File: src/rtl/ddr_axi_memtest_if.sv
// ddr_axi_memtest_if: AXI4 AW/W/B/AR/R channel bundle between the memory test engine and the DDR controller slave port.
interface ddr_axi_memtest_if #(parameter int DATA_W = 64, parameter int ADDR_W = 30);
  logic [ADDR_W-1:0] m_awaddr;
  logic [7:0] m_awlen;
  logic m_awvalid, m_awready;
  logic [DATA_W-1:0] m_wdata;
  logic m_wlast, m_wvalid, m_wready;
  logic [1:0] m_bresp;
  logic m_bvalid, m_bready;
  logic [ADDR_W-1:0] m_araddr;
  logic [7:0] m_arlen;
  logic m_arvalid, m_arready;
  logic [DATA_W-1:0] m_rdata;
  logic [1:0] m_rresp;
  logic m_rlast, m_rvalid, m_rready;
  modport master (
    output m_awaddr, m_awlen, m_awvalid, m_wdata, m_wlast, m_wvalid, m_bready,
    output m_araddr, m_arlen, m_arvalid, m_rready,
    input m_awready, m_wready, m_bresp, m_bvalid, m_arready, m_rdata, m_rresp, m_rlast, m_rvalid
  );
  modport slave (
    input m_awaddr, m_awlen, m_awvalid, m_wdata, m_wlast, m_wvalid, m_bready,
    input m_araddr, m_arlen, m_arvalid, m_rready,
    output m_awready, m_wready, m_bresp, m_bvalid, m_arready, m_rdata, m_rresp, m_rlast, m_rvalid
  );
endinterface

File: src/rtl/ddr_axi_memtest.sv
// ddr_axi_memtest: AXI4 burst write then read-back checker with saturating error count and first-error address.
// MEMTEST_LOOP_EN: adds pass_cnt and back-to-back passes while start is held, odd passes using the inverted pattern.
module ddr_axi_memtest #(
  parameter int DATA_W     = 64,
  parameter int ADDR_W     = 30,
  parameter int BASE_ADDR  = 0,
  parameter int BURST_LEN  = 16,
  parameter int NUM_BURSTS = 1024
) (
  input  logic               ui_clk,
  input  logic               aresetn,
  input  logic               start,
  input  logic               calib_done,
  ddr_axi_memtest_if.master  m,
  output logic               done,
  output logic               pass,
  output logic [15:0]        err_count,
  output logic [ADDR_W-1:0]  err_addr
`ifdef MEMTEST_LOOP_EN
  , output logic [15:0]      pass_cnt
`endif
);
  localparam int BYTES = DATA_W / 8;
  localparam int BW = NUM_BURSTS > 1 ? $clog2(NUM_BURSTS) : 1;
  localparam logic [7:0] LAST = 8'(BURST_LEN - 1);
  typedef enum logic [2:0] {IDLE, WR_ADDR, WR_DATA, WR_RESP, RD_ADDR, RD_DATA, DONE} state_t;
  state_t state_q;
  logic [BW-1:0] burst_q;
  logic [7:0] beat_q;
  logic awvalid_q, wvalid_q, wlast_q, bready_q, arvalid_q, rready_q, done_q, pass_q;
  logic [15:0] err_q, err_d;
  logic [ADDR_W-1:0] err_addr_q, err_addr_d, burst_addr, beat_addr;
  logic [DATA_W-1:0] pat, exp_data;
  logic [1:0] err_inc;
  logic [16:0] err_sum;
  logic inv, burst_last, beat_last, b_hs, r_hs;
`ifdef MEMTEST_LOOP_EN
  logic [15:0] pass_cnt_q;
  assign pass_cnt = pass_cnt_q;
  assign inv = pass_cnt_q[0];
`else
  assign inv = 1'b0;
`endif
  assign burst_addr = ADDR_W'(BASE_ADDR) + ADDR_W'(burst_q) * ADDR_W'(BURST_LEN * BYTES);
  assign beat_addr = burst_addr + ADDR_W'(beat_q) * ADDR_W'(BYTES);
  always_comb begin
    pat = '0;
    for (int i = 0; i < DATA_W / 32; i++) pat[i*32 +: 32] = 32'(beat_addr) + 32'(i);
  end
  assign exp_data = pat ^ {DATA_W{inv}};
  assign burst_last = burst_q == BW'(NUM_BURSTS - 1);
  assign beat_last = beat_q == LAST;
  assign b_hs = bready_q && m.m_bvalid;
  assign r_hs = rready_q && m.m_rvalid;
  // A read beat can cost two errors: bad data/response plus a misplaced rlast.
  assign err_inc = b_hs ? {1'b0, m.m_bresp != 2'b00}
                 : r_hs ? 2'(m.m_rdata != exp_data || m.m_rresp != 2'b00) + 2'(m.m_rlast != beat_last)
                 : 2'b00;
  assign err_sum = {1'b0, err_q} + 17'(err_inc);
  assign err_d = err_sum[16] ? 16'hFFFF : err_sum[15:0];
  assign err_addr_d = (err_q == 16'd0 && err_inc != 2'd0) ? beat_addr : err_addr_q;
  assign m.m_awaddr = burst_addr;
  assign m.m_araddr = burst_addr;
  assign m.m_awlen = LAST;
  assign m.m_arlen = LAST;
  assign m.m_wdata = exp_data;
  assign m.m_awvalid = awvalid_q;
  assign m.m_wvalid = wvalid_q;
  assign m.m_wlast = wlast_q;
  assign m.m_bready = bready_q;
  assign m.m_arvalid = arvalid_q;
  assign m.m_rready = rready_q;
  assign done = done_q;
  assign pass = pass_q;
  assign err_count = err_q;
  assign err_addr = err_addr_q;
  always_ff @(posedge ui_clk or negedge aresetn) begin
    if (!aresetn) begin
      state_q <= IDLE;
      burst_q <= '0;
      beat_q <= '0;
      {awvalid_q, wvalid_q, wlast_q, bready_q, arvalid_q, rready_q, done_q, pass_q} <= '0;
      err_q <= '0;
      err_addr_q <= '0;
`ifdef MEMTEST_LOOP_EN
      pass_cnt_q <= '0;
`endif
    end else begin
      err_q <= err_d;
      err_addr_q <= err_addr_d;
      case (state_q)
        IDLE, DONE: if (start && calib_done) begin
          state_q <= WR_ADDR;
          awvalid_q <= 1'b1;
          {done_q, pass_q} <= 2'b00;
          err_q <= '0;
          err_addr_q <= '0;
          burst_q <= '0;
          beat_q <= '0;
`ifdef MEMTEST_LOOP_EN
          pass_cnt_q <= '0;
`endif
        end
        WR_ADDR: begin
          done_q <= 1'b0;
          if (m.m_awready) begin
            awvalid_q <= 1'b0;
            wvalid_q <= 1'b1;
            wlast_q <= LAST == 8'd0;
            state_q <= WR_DATA;
          end
        end
        WR_DATA: if (m.m_wready) begin
          if (beat_last) begin
            beat_q <= '0;
            {wvalid_q, wlast_q} <= 2'b00;
            bready_q <= 1'b1;
            state_q <= WR_RESP;
          end else begin
            beat_q <= beat_q + 8'd1;
            wlast_q <= beat_q + 8'd1 == LAST;
          end
        end
        WR_RESP: if (b_hs) begin
          bready_q <= 1'b0;
          burst_q <= burst_last ? '0 : burst_q + BW'(1);
          awvalid_q <= !burst_last;
          arvalid_q <= burst_last;
          state_q <= burst_last ? RD_ADDR : WR_ADDR;
        end
        RD_ADDR: if (m.m_arready) begin
          arvalid_q <= 1'b0;
          rready_q <= 1'b1;
          state_q <= RD_DATA;
        end
        RD_DATA: if (r_hs) begin
          if (!beat_last) beat_q <= beat_q + 8'd1;
          else begin
            beat_q <= '0;
            rready_q <= 1'b0;
            if (!burst_last) begin
              burst_q <= burst_q + BW'(1);
              arvalid_q <= 1'b1;
              state_q <= RD_ADDR;
            end else begin
              burst_q <= '0;
              done_q <= 1'b1;
              pass_q <= err_d == 16'd0;
`ifdef MEMTEST_LOOP_EN
              pass_cnt_q <= pass_cnt_q + 16'd1;
              awvalid_q <= start;
              state_q <= start ? WR_ADDR : DONE;
`else
              state_q <= DONE;
`endif
            end
          end
        end
        default: state_q <= IDLE;
      endcase
    end
  end
endmodule
File: src/flat_wrapper.sv
// flat-port wrapper written by rule: the top's interface ports become plain ports
module ddr_axi_memtest_flat 
#(
  parameter int DATA_W     = 64,
  parameter int ADDR_W     = 30,
  parameter int BASE_ADDR  = 0,
  parameter int BURST_LEN  = 16,
  parameter int NUM_BURSTS = 1024
)
  (ui_clk, aresetn, start, calib_done, done, pass, err_count, err_addr, m_m_awaddr, m_m_awlen, m_m_awvalid, m_m_wdata, m_m_wlast, m_m_wvalid, m_m_bready, m_m_araddr, m_m_arlen, m_m_arvalid, m_m_rready, m_m_awready, m_m_wready, m_m_bresp, m_m_bvalid, m_m_arready, m_m_rdata, m_m_rresp, m_m_rlast, m_m_rvalid);
  ddr_axi_memtest_if #(.DATA_W(DATA_W), .ADDR_W(ADDR_W)) m_i ();
  input  logic ui_clk;
  input  logic aresetn;
  input  logic start;
  input  logic calib_done;
  output logic done;
  output logic pass;
  output logic [15:0] err_count;
  output logic [ADDR_W-1:0] err_addr;
  output wire logic [$bits(m_i.m_awaddr)-1:0] m_m_awaddr;
  output wire logic [$bits(m_i.m_awlen)-1:0] m_m_awlen;
  output wire logic [$bits(m_i.m_awvalid)-1:0] m_m_awvalid;
  output wire logic [$bits(m_i.m_wdata)-1:0] m_m_wdata;
  output wire logic [$bits(m_i.m_wlast)-1:0] m_m_wlast;
  output wire logic [$bits(m_i.m_wvalid)-1:0] m_m_wvalid;
  output wire logic [$bits(m_i.m_bready)-1:0] m_m_bready;
  output wire logic [$bits(m_i.m_araddr)-1:0] m_m_araddr;
  output wire logic [$bits(m_i.m_arlen)-1:0] m_m_arlen;
  output wire logic [$bits(m_i.m_arvalid)-1:0] m_m_arvalid;
  output wire logic [$bits(m_i.m_rready)-1:0] m_m_rready;
  input wire logic [$bits(m_i.m_awready)-1:0] m_m_awready;
  input wire logic [$bits(m_i.m_wready)-1:0] m_m_wready;
  input wire logic [$bits(m_i.m_bresp)-1:0] m_m_bresp;
  input wire logic [$bits(m_i.m_bvalid)-1:0] m_m_bvalid;
  input wire logic [$bits(m_i.m_arready)-1:0] m_m_arready;
  input wire logic [$bits(m_i.m_rdata)-1:0] m_m_rdata;
  input wire logic [$bits(m_i.m_rresp)-1:0] m_m_rresp;
  input wire logic [$bits(m_i.m_rlast)-1:0] m_m_rlast;
  input wire logic [$bits(m_i.m_rvalid)-1:0] m_m_rvalid;
  assign m_m_awaddr = m_i.m_awaddr;
  assign m_m_awlen = m_i.m_awlen;
  assign m_m_awvalid = m_i.m_awvalid;
  assign m_m_wdata = m_i.m_wdata;
  assign m_m_wlast = m_i.m_wlast;
  assign m_m_wvalid = m_i.m_wvalid;
  assign m_m_bready = m_i.m_bready;
  assign m_m_araddr = m_i.m_araddr;
  assign m_m_arlen = m_i.m_arlen;
  assign m_m_arvalid = m_i.m_arvalid;
  assign m_m_rready = m_i.m_rready;
  assign m_i.m_awready = m_m_awready;
  assign m_i.m_wready = m_m_wready;
  assign m_i.m_bresp = m_m_bresp;
  assign m_i.m_bvalid = m_m_bvalid;
  assign m_i.m_arready = m_m_arready;
  assign m_i.m_rdata = m_m_rdata;
  assign m_i.m_rresp = m_m_rresp;
  assign m_i.m_rlast = m_m_rlast;
  assign m_i.m_rvalid = m_m_rvalid;
  ddr_axi_memtest #(.DATA_W(DATA_W), .ADDR_W(ADDR_W), .BASE_ADDR(BASE_ADDR), .BURST_LEN(BURST_LEN), .NUM_BURSTS(NUM_BURSTS)) u_core (.ui_clk(ui_clk), .aresetn(aresetn), .start(start), .calib_done(calib_done), .m(m_i), .done(done), .pass(pass), .err_count(err_count), .err_addr(err_addr));
endmodule
File: config.mk
export PLATFORM = sky130hd
export DESIGN_NAME = ddr_axi_memtest_flat
export DESIGN_NICKNAME = d
export VERILOG_FILES = /design/src/rtl/ddr_axi_memtest_if.sv /design/src/rtl/ddr_axi_memtest.sv /design/src/flat_wrapper.sv
export SDC_FILE = /design/constraint.sdc
export NUM_CORES = 1
export LEC_CHECK = 0
export ABC_CLOCK_PERIOD_IN_PS = 6600
export BUFFER_PORTS_ARGS = -buffer_cell sky130_fd_sc_hd__buf_2
export CAP_MARGIN = 40
export CORE_MARGIN = 1.5
export CORE_UTILIZATION = 45
export CTS_CLUSTER_SIZE = 14
export DETAILED_ROUTE_END_ITERATION = 8
export GPL_ROUTABILITY_DRIVEN = 0
export PLACE_DENSITY = 0.78
export SLEW_MARGIN = 10
export SYNTH_ARGS = -nofsm -noshare
export SYNTH_HDL_FRONTEND = slang
export SYNTH_SLANG_ARGS = --single-unit
File: constraint.sdc
create_clock -name ui_clk -period 6.6 [get_ports ui_clk]
set_clock_uncertainty 0.2 [all_clocks]
set_input_delay 0.66 -clock ui_clk [delete_from_list [all_inputs] [get_ports ui_clk]]
set_output_delay 0.66 -clock ui_clk [all_outputs]
set_load 0.02 [all_outputs]
==> results.md <==
Setup path:
- Counting cells, the worst reg-to-reg path comes to 20.
- The start point of the critical path is u_core.beat_q[4].
- The endpoint identified for the worst register-to-register timing path is u_core.pass.
- The data arrival at the endpoint of the critical path is 5.82 ns.
- By startpoint and endpoint, the worst setup path is classified as reg2reg.
- The endpoint required time on the critical path is 6.64 ns.
- The startpoint type of the worst setup path is a register.
- The maximum fanout encountered on the critical timing path is 12.
- The startpoint of the most critical register-to-register path is u_core.beat_q[4].
- The termination of the worst setup path is u_core.pass.
- STA classifies the critical path endpoint as a register.
- Setup slack on the worst reg-to-reg path comes out at 0.82 ns.

Timing:
- The sum of negative setup slack is 0 ns.
- The clock period minus worst slack is 5.78 ns.
- The worst slew slack as a fraction of its limit is a little under half.
- Hold timing on the final database bottoms out at a slack of 0.0722 ns.
- The final clock period utilization by the worst path is between 80% and 90%.
- Setup violations remaining at the end of the flow were counted as 0.
- At the pin with the least slew margin, the transition time is 0.803 ns.
- After layout, the worst setup slack is 0.818 ns.
- The highest attainable clock frequency is roughly 170 MHz.
- The final number of hold-violating endpoints came to 0.
- The final count of pins violating max slew is 0.
- Setup repair after global routing left no endpoint under its margin.

Synthesis:
- The portion of netlist area occupied by mux cells is 3.93%.
- The area fraction in and, or, nand and nor cells after synthesis is 22.5%.
- The post-synthesis cell count is ~650.
- The synthesized netlist occupies a cell area of 0.00560 mm2.
- In this run, synthesis produced a sequential element count of 75.
- The dominant combinational cell family by area after synthesis is simple AND/OR/NAND/NOR gates.
- The synthesized netlist devotes 2.95% of its cell area to adder and majority cells.
- The predominant post-synthesis flop cell is sky130_fd_sc_hd__dfrtp_1.
- The compound-cell area share of the yosys netlist is between 10 and 15%.
- The area share of xor/xnor cells in the synthesized design is 3.75%.
- The proportion of synthesized flip-flops having asynchronous set or reset is 100%.
- Counting flops with a built-in enable in the synthesized netlist gives 0.
- Yosys printed 0 warnings.
- After synthesis, flip-flops and latches occupy 33.5% of the total area.
- The average instance in the mapped netlist occupies slightly below 9 um2.
- The number of distinct standard cells referenced by the synthesized netlist is 73.

Clocking:
- The insertion delay to the later sink of the worst-skew pair is 0.34 ns.
- The number of hold buffers added after cts is 0.
- Clock-pin slew was measured on the worst setup and hold paths at 0.06 ns.
- The number of sinks handled by clock tree synthesis is 75.
- The TritonCTS clock tree is done.
- The post-cts sizing count is 0.
- The total CTS buffers is 9.
- The H-tree depth is 3.
- The number of setup buffers added after CTS is 0.
- The clock tree buffer depth is 2.
- The tree is rooted in a sky130_fd_sc_hd__clkbuf_16.

GRT:
- The global-route wire length before repair is 21.4 mm.
- The maximum number of pins on one net before global-route repair is 44.
- For met1 alone, demand over resource in global routing was 26.1%.
- For met3 alone, demand over resource in global routing was 4.71%.
- The total routing resource utilization after global routing is roughly a fifth.
- The initial antenna violation count was 0.
- Global routing consumed, on the met2 layer, between 30% and 40% of the routing resources.
- The number of global-route vias before repair is around 4200.
- The total congestion overflow after global routing is 0.
- The peak-usage layer in the global routing report is met2.

Layout:
- 0 antenna diodes ended up in the layout.
- The finished layout holds 954 standard cells, fillers aside.
- The proportion of layout cells with a drive suffix above 1 is 27.6%.
- The number of nets in the layout is 871.
- Leaving out fill and tap cells, the most frequent cell in the layout is sky130_fd_sc_hd__buf_2.
- The layout overhead on the synthesized area is 13.9%.
- In the layout the commonest cells are sky130_fd_sc_hd__buf_2 (180), sky130_fd_sc_hd__conb_1 (90), sky130_fd_sc_hd__dfrtp_1 (75).

Route:
- The final layout contains routed wiring with a total length of 14.1 mm.
- The via-per-instance ratio is 5.09.
- After detailed routing, the average wire length per cell comes to approximately 15 um.
- In the routed design, unresolved DRC markers number 0.
- The pre-antenna-repair detailed-routing pass consisted of 4 iterations.
- The number of nets still failing antenna checks after routing is 0.
- The number of vias after detailed routing is 4854.
- The detailed router finished its first iteration with 152 violations.

Pwr:
- In this run the power density over the cells is about 240 mW/mm2.
- In this run the static leakage power is 3.32 nW.
- The post-route total power is 1.51 mW.
- The worst IR drop on VDD is approximately 0.14 mV.

Floorplan:
- The floorplan core area is 0.0121 mm2.
- The floorplan step defined a die boundary enclosing 0.0131 mm2.
- 272 I/O pins were placed.
- The site row count is 40.
- The die is 115 um wide.
- In this run the vertical extent of the chip is 115 um.
- The starting utilization of the core area is roughly 46%.

Hold path:
- The worst hold path belongs to the class in2async.

Status:
- The run finished with clean final reports.

Place:
- At the placement stage, the worst setup path has a slack of 0.830 ns.
- After detailed placement, the design holds a cell count of 938.
- Detailed placement ended at an HPWL of 10.5 mm.
- The number of buffer cells added on primary ports is 181.

Job:
- The number of violations of the max-capacitance limit is 0.
-- area by class of cell --
| cell class | instances | area (um2) |
|---|---|---|
| fill | 1147 | 5680 |
| clock buffer | 10 | 239 |
| clock inverter | 6 | 63.8 |
| timing repair buffer | 184 | 951 |
| tap | 168 | 210 |
| sequential | 75 | 1880 |
| inverter | 14 | 52.6 |
| multi-input combinational | 497 | 2990 |
-- layer usage --
layer  share of wire [%]  vias up
met5                   0        -
met4                 1.5        0
met3                 6.7       16
met2                  50      204
met1                  42     2303
li1                    -     2331
-- registers in the layout, summed over array words and instances, names as in the netlist --
register	count
u_core.m.m_arvalid	1
u_core.pass	1
u_core.err_addr	30
u_core.m.m_wlast	1
u_core.m.m_awvalid	1
u_core.m.m_wvalid	1
u_core.done	1
u_core.state_q	3
u_core.err_count	16
u_core.m.m_rready	1
u_core.beat_q	8
u_core.burst_q	10
u_core.m.m_bready	1
-- logic make-up after synthesis --
kind of cell | count (synthesis)
compound gates | 116
xor+xnor | 24
fa+ha+maj | 12
buf+inv | 161
flops | 75
mux | 22
other cells | 2
simple gates | 233
-- where the power goes --
group | total (mW) | switching, mW | internal, mW | leakage [nW]
clock | 0.504 | 0.201 | 0.303 | 0.145
combinational | 0.455 | 0.299 | 0.156 | 2.15
sequential | 0.551 | 0.0679 | 0.483 | 1.03
total | 1.51 | 0.568 | 0.943 | 3.32
-- synth_stat cells, types with 3 or more instances --
cell type	number	area [um2]
sky130_fd_sc_hd__mux2i_1	22	220
sky130_fd_sc_hd__nor2_1	46	173
sky130_fd_sc_hd__xnor2_1	13	114
sky130_fd_sc_hd__nand4_1	11	68.8
sky130_fd_sc_hd__inv_1	14	52.6
sky130_fd_sc_hd__a31oi_1	4	25.0
sky130_fd_sc_hd__or3_1	6	37.5
sky130_fd_sc_hd__a211oi_1	8	60.1
sky130_fd_sc_hd__nor3_1	15	75.1
sky130_fd_sc_hd__o31ai_1	7	52.6
sky130_fd_sc_hd__o21ai_1	20	100
sky130_fd_sc_hd__o22a_1	3	26.3
sky130_fd_sc_hd__and4_1	3	26.3
sky130_fd_sc_hd__nand3_1	23	115
sky130_fd_sc_hd__ha_1	10	125
sky130_fd_sc_hd__buf_2	12	60.1
sky130_fd_sc_hd__xor2_1	11	96.3
sky130_fd_sc_hd__buf_4	122	916
sky130_fd_sc_hd__nor2b_1	8	50.1
sky130_fd_sc_hd__nand2b_1	12	75.1
sky130_fd_sc_hd__o211ai_1	3	22.5
sky130_fd_sc_hd__and2_1	18	113
sky130_fd_sc_hd__a21oi_1	24	120
sky130_fd_sc_hd__and3_1	15	93.8
sky130_fd_sc_hd__dfrtp_1	75	1880
sky130_fd_sc_hd__nor4_1	14	87.6
sky130_fd_sc_hd__o21ai_0	14	70.1
sky130_fd_sc_hd__clkbuf_1	11	41.3
sky130_fd_sc_hd__nand2_1	41	154
sky130_fd_sc_hd__o22ai_1	5	31.3
-- critical path: stages (launching register included) --
cell and delay (ns):
sky130_fd_sc_hd__dfrtp_1 0.53, sky130_fd_sc_hd__ha_1 0.25, sky130_fd_sc_hd__inv_1 0.06, sky130_fd_sc_hd__fa_1 0.47
sky130_fd_sc_hd__inv_1 0.07, sky130_fd_sc_hd__or3_1 0.37, sky130_fd_sc_hd__a222oi_1 0.32, sky130_fd_sc_hd__o211ai_1 0.15
sky130_fd_sc_hd__a2111oi_0 0.61, sky130_fd_sc_hd__nand4b_1 0.23, sky130_fd_sc_hd__ha_1 0.35, sky130_fd_sc_hd__nand2_1 0.05
sky130_fd_sc_hd__nand2_1 0.08, sky130_fd_sc_hd__ha_1 0.17, sky130_fd_sc_hd__inv_1 0.05, sky130_fd_sc_hd__fa_1 0.48
sky130_fd_sc_hd__nor3_2 0.46, sky130_fd_sc_hd__nand4_1 0.18, sky130_fd_sc_hd__mux2i_1 0.22, sky130_fd_sc_hd__nand4_1 0.10
sky130_fd_sc_hd__o31ai_1 0.26
-- worst min path at each step --
stage | startpoint | to | slack [ns] | cells after the start
after global routing | aresetn | u_core.err_count[8] | 0.1 | 1
after floorplan | aresetn | u_core.beat_q[0] | 0.16 | 0
after detailed placement | u_core.err_addr[24] | u_core.err_addr[24] | 0.27 | 1
after CTS | aresetn | u_core.err_count[8] | 0.08 | 1
final | aresetn | u_core.err_count[13] | 0.07 | 1
after global placement | u_core.err_addr[0] | u_core.err_addr[0] | 0.26 | 1
-- metrics by stage --
stage | util [%] | area (um2)
CTS | 52.9 | 6380
global route | 52.9 | 6380
finish | 52.9 | 6380
floorplan | - | 5930
global placement | 50.2 | 6050
detailed placement | 50.4 | 6080
Power figures use the tool's default switching activity.
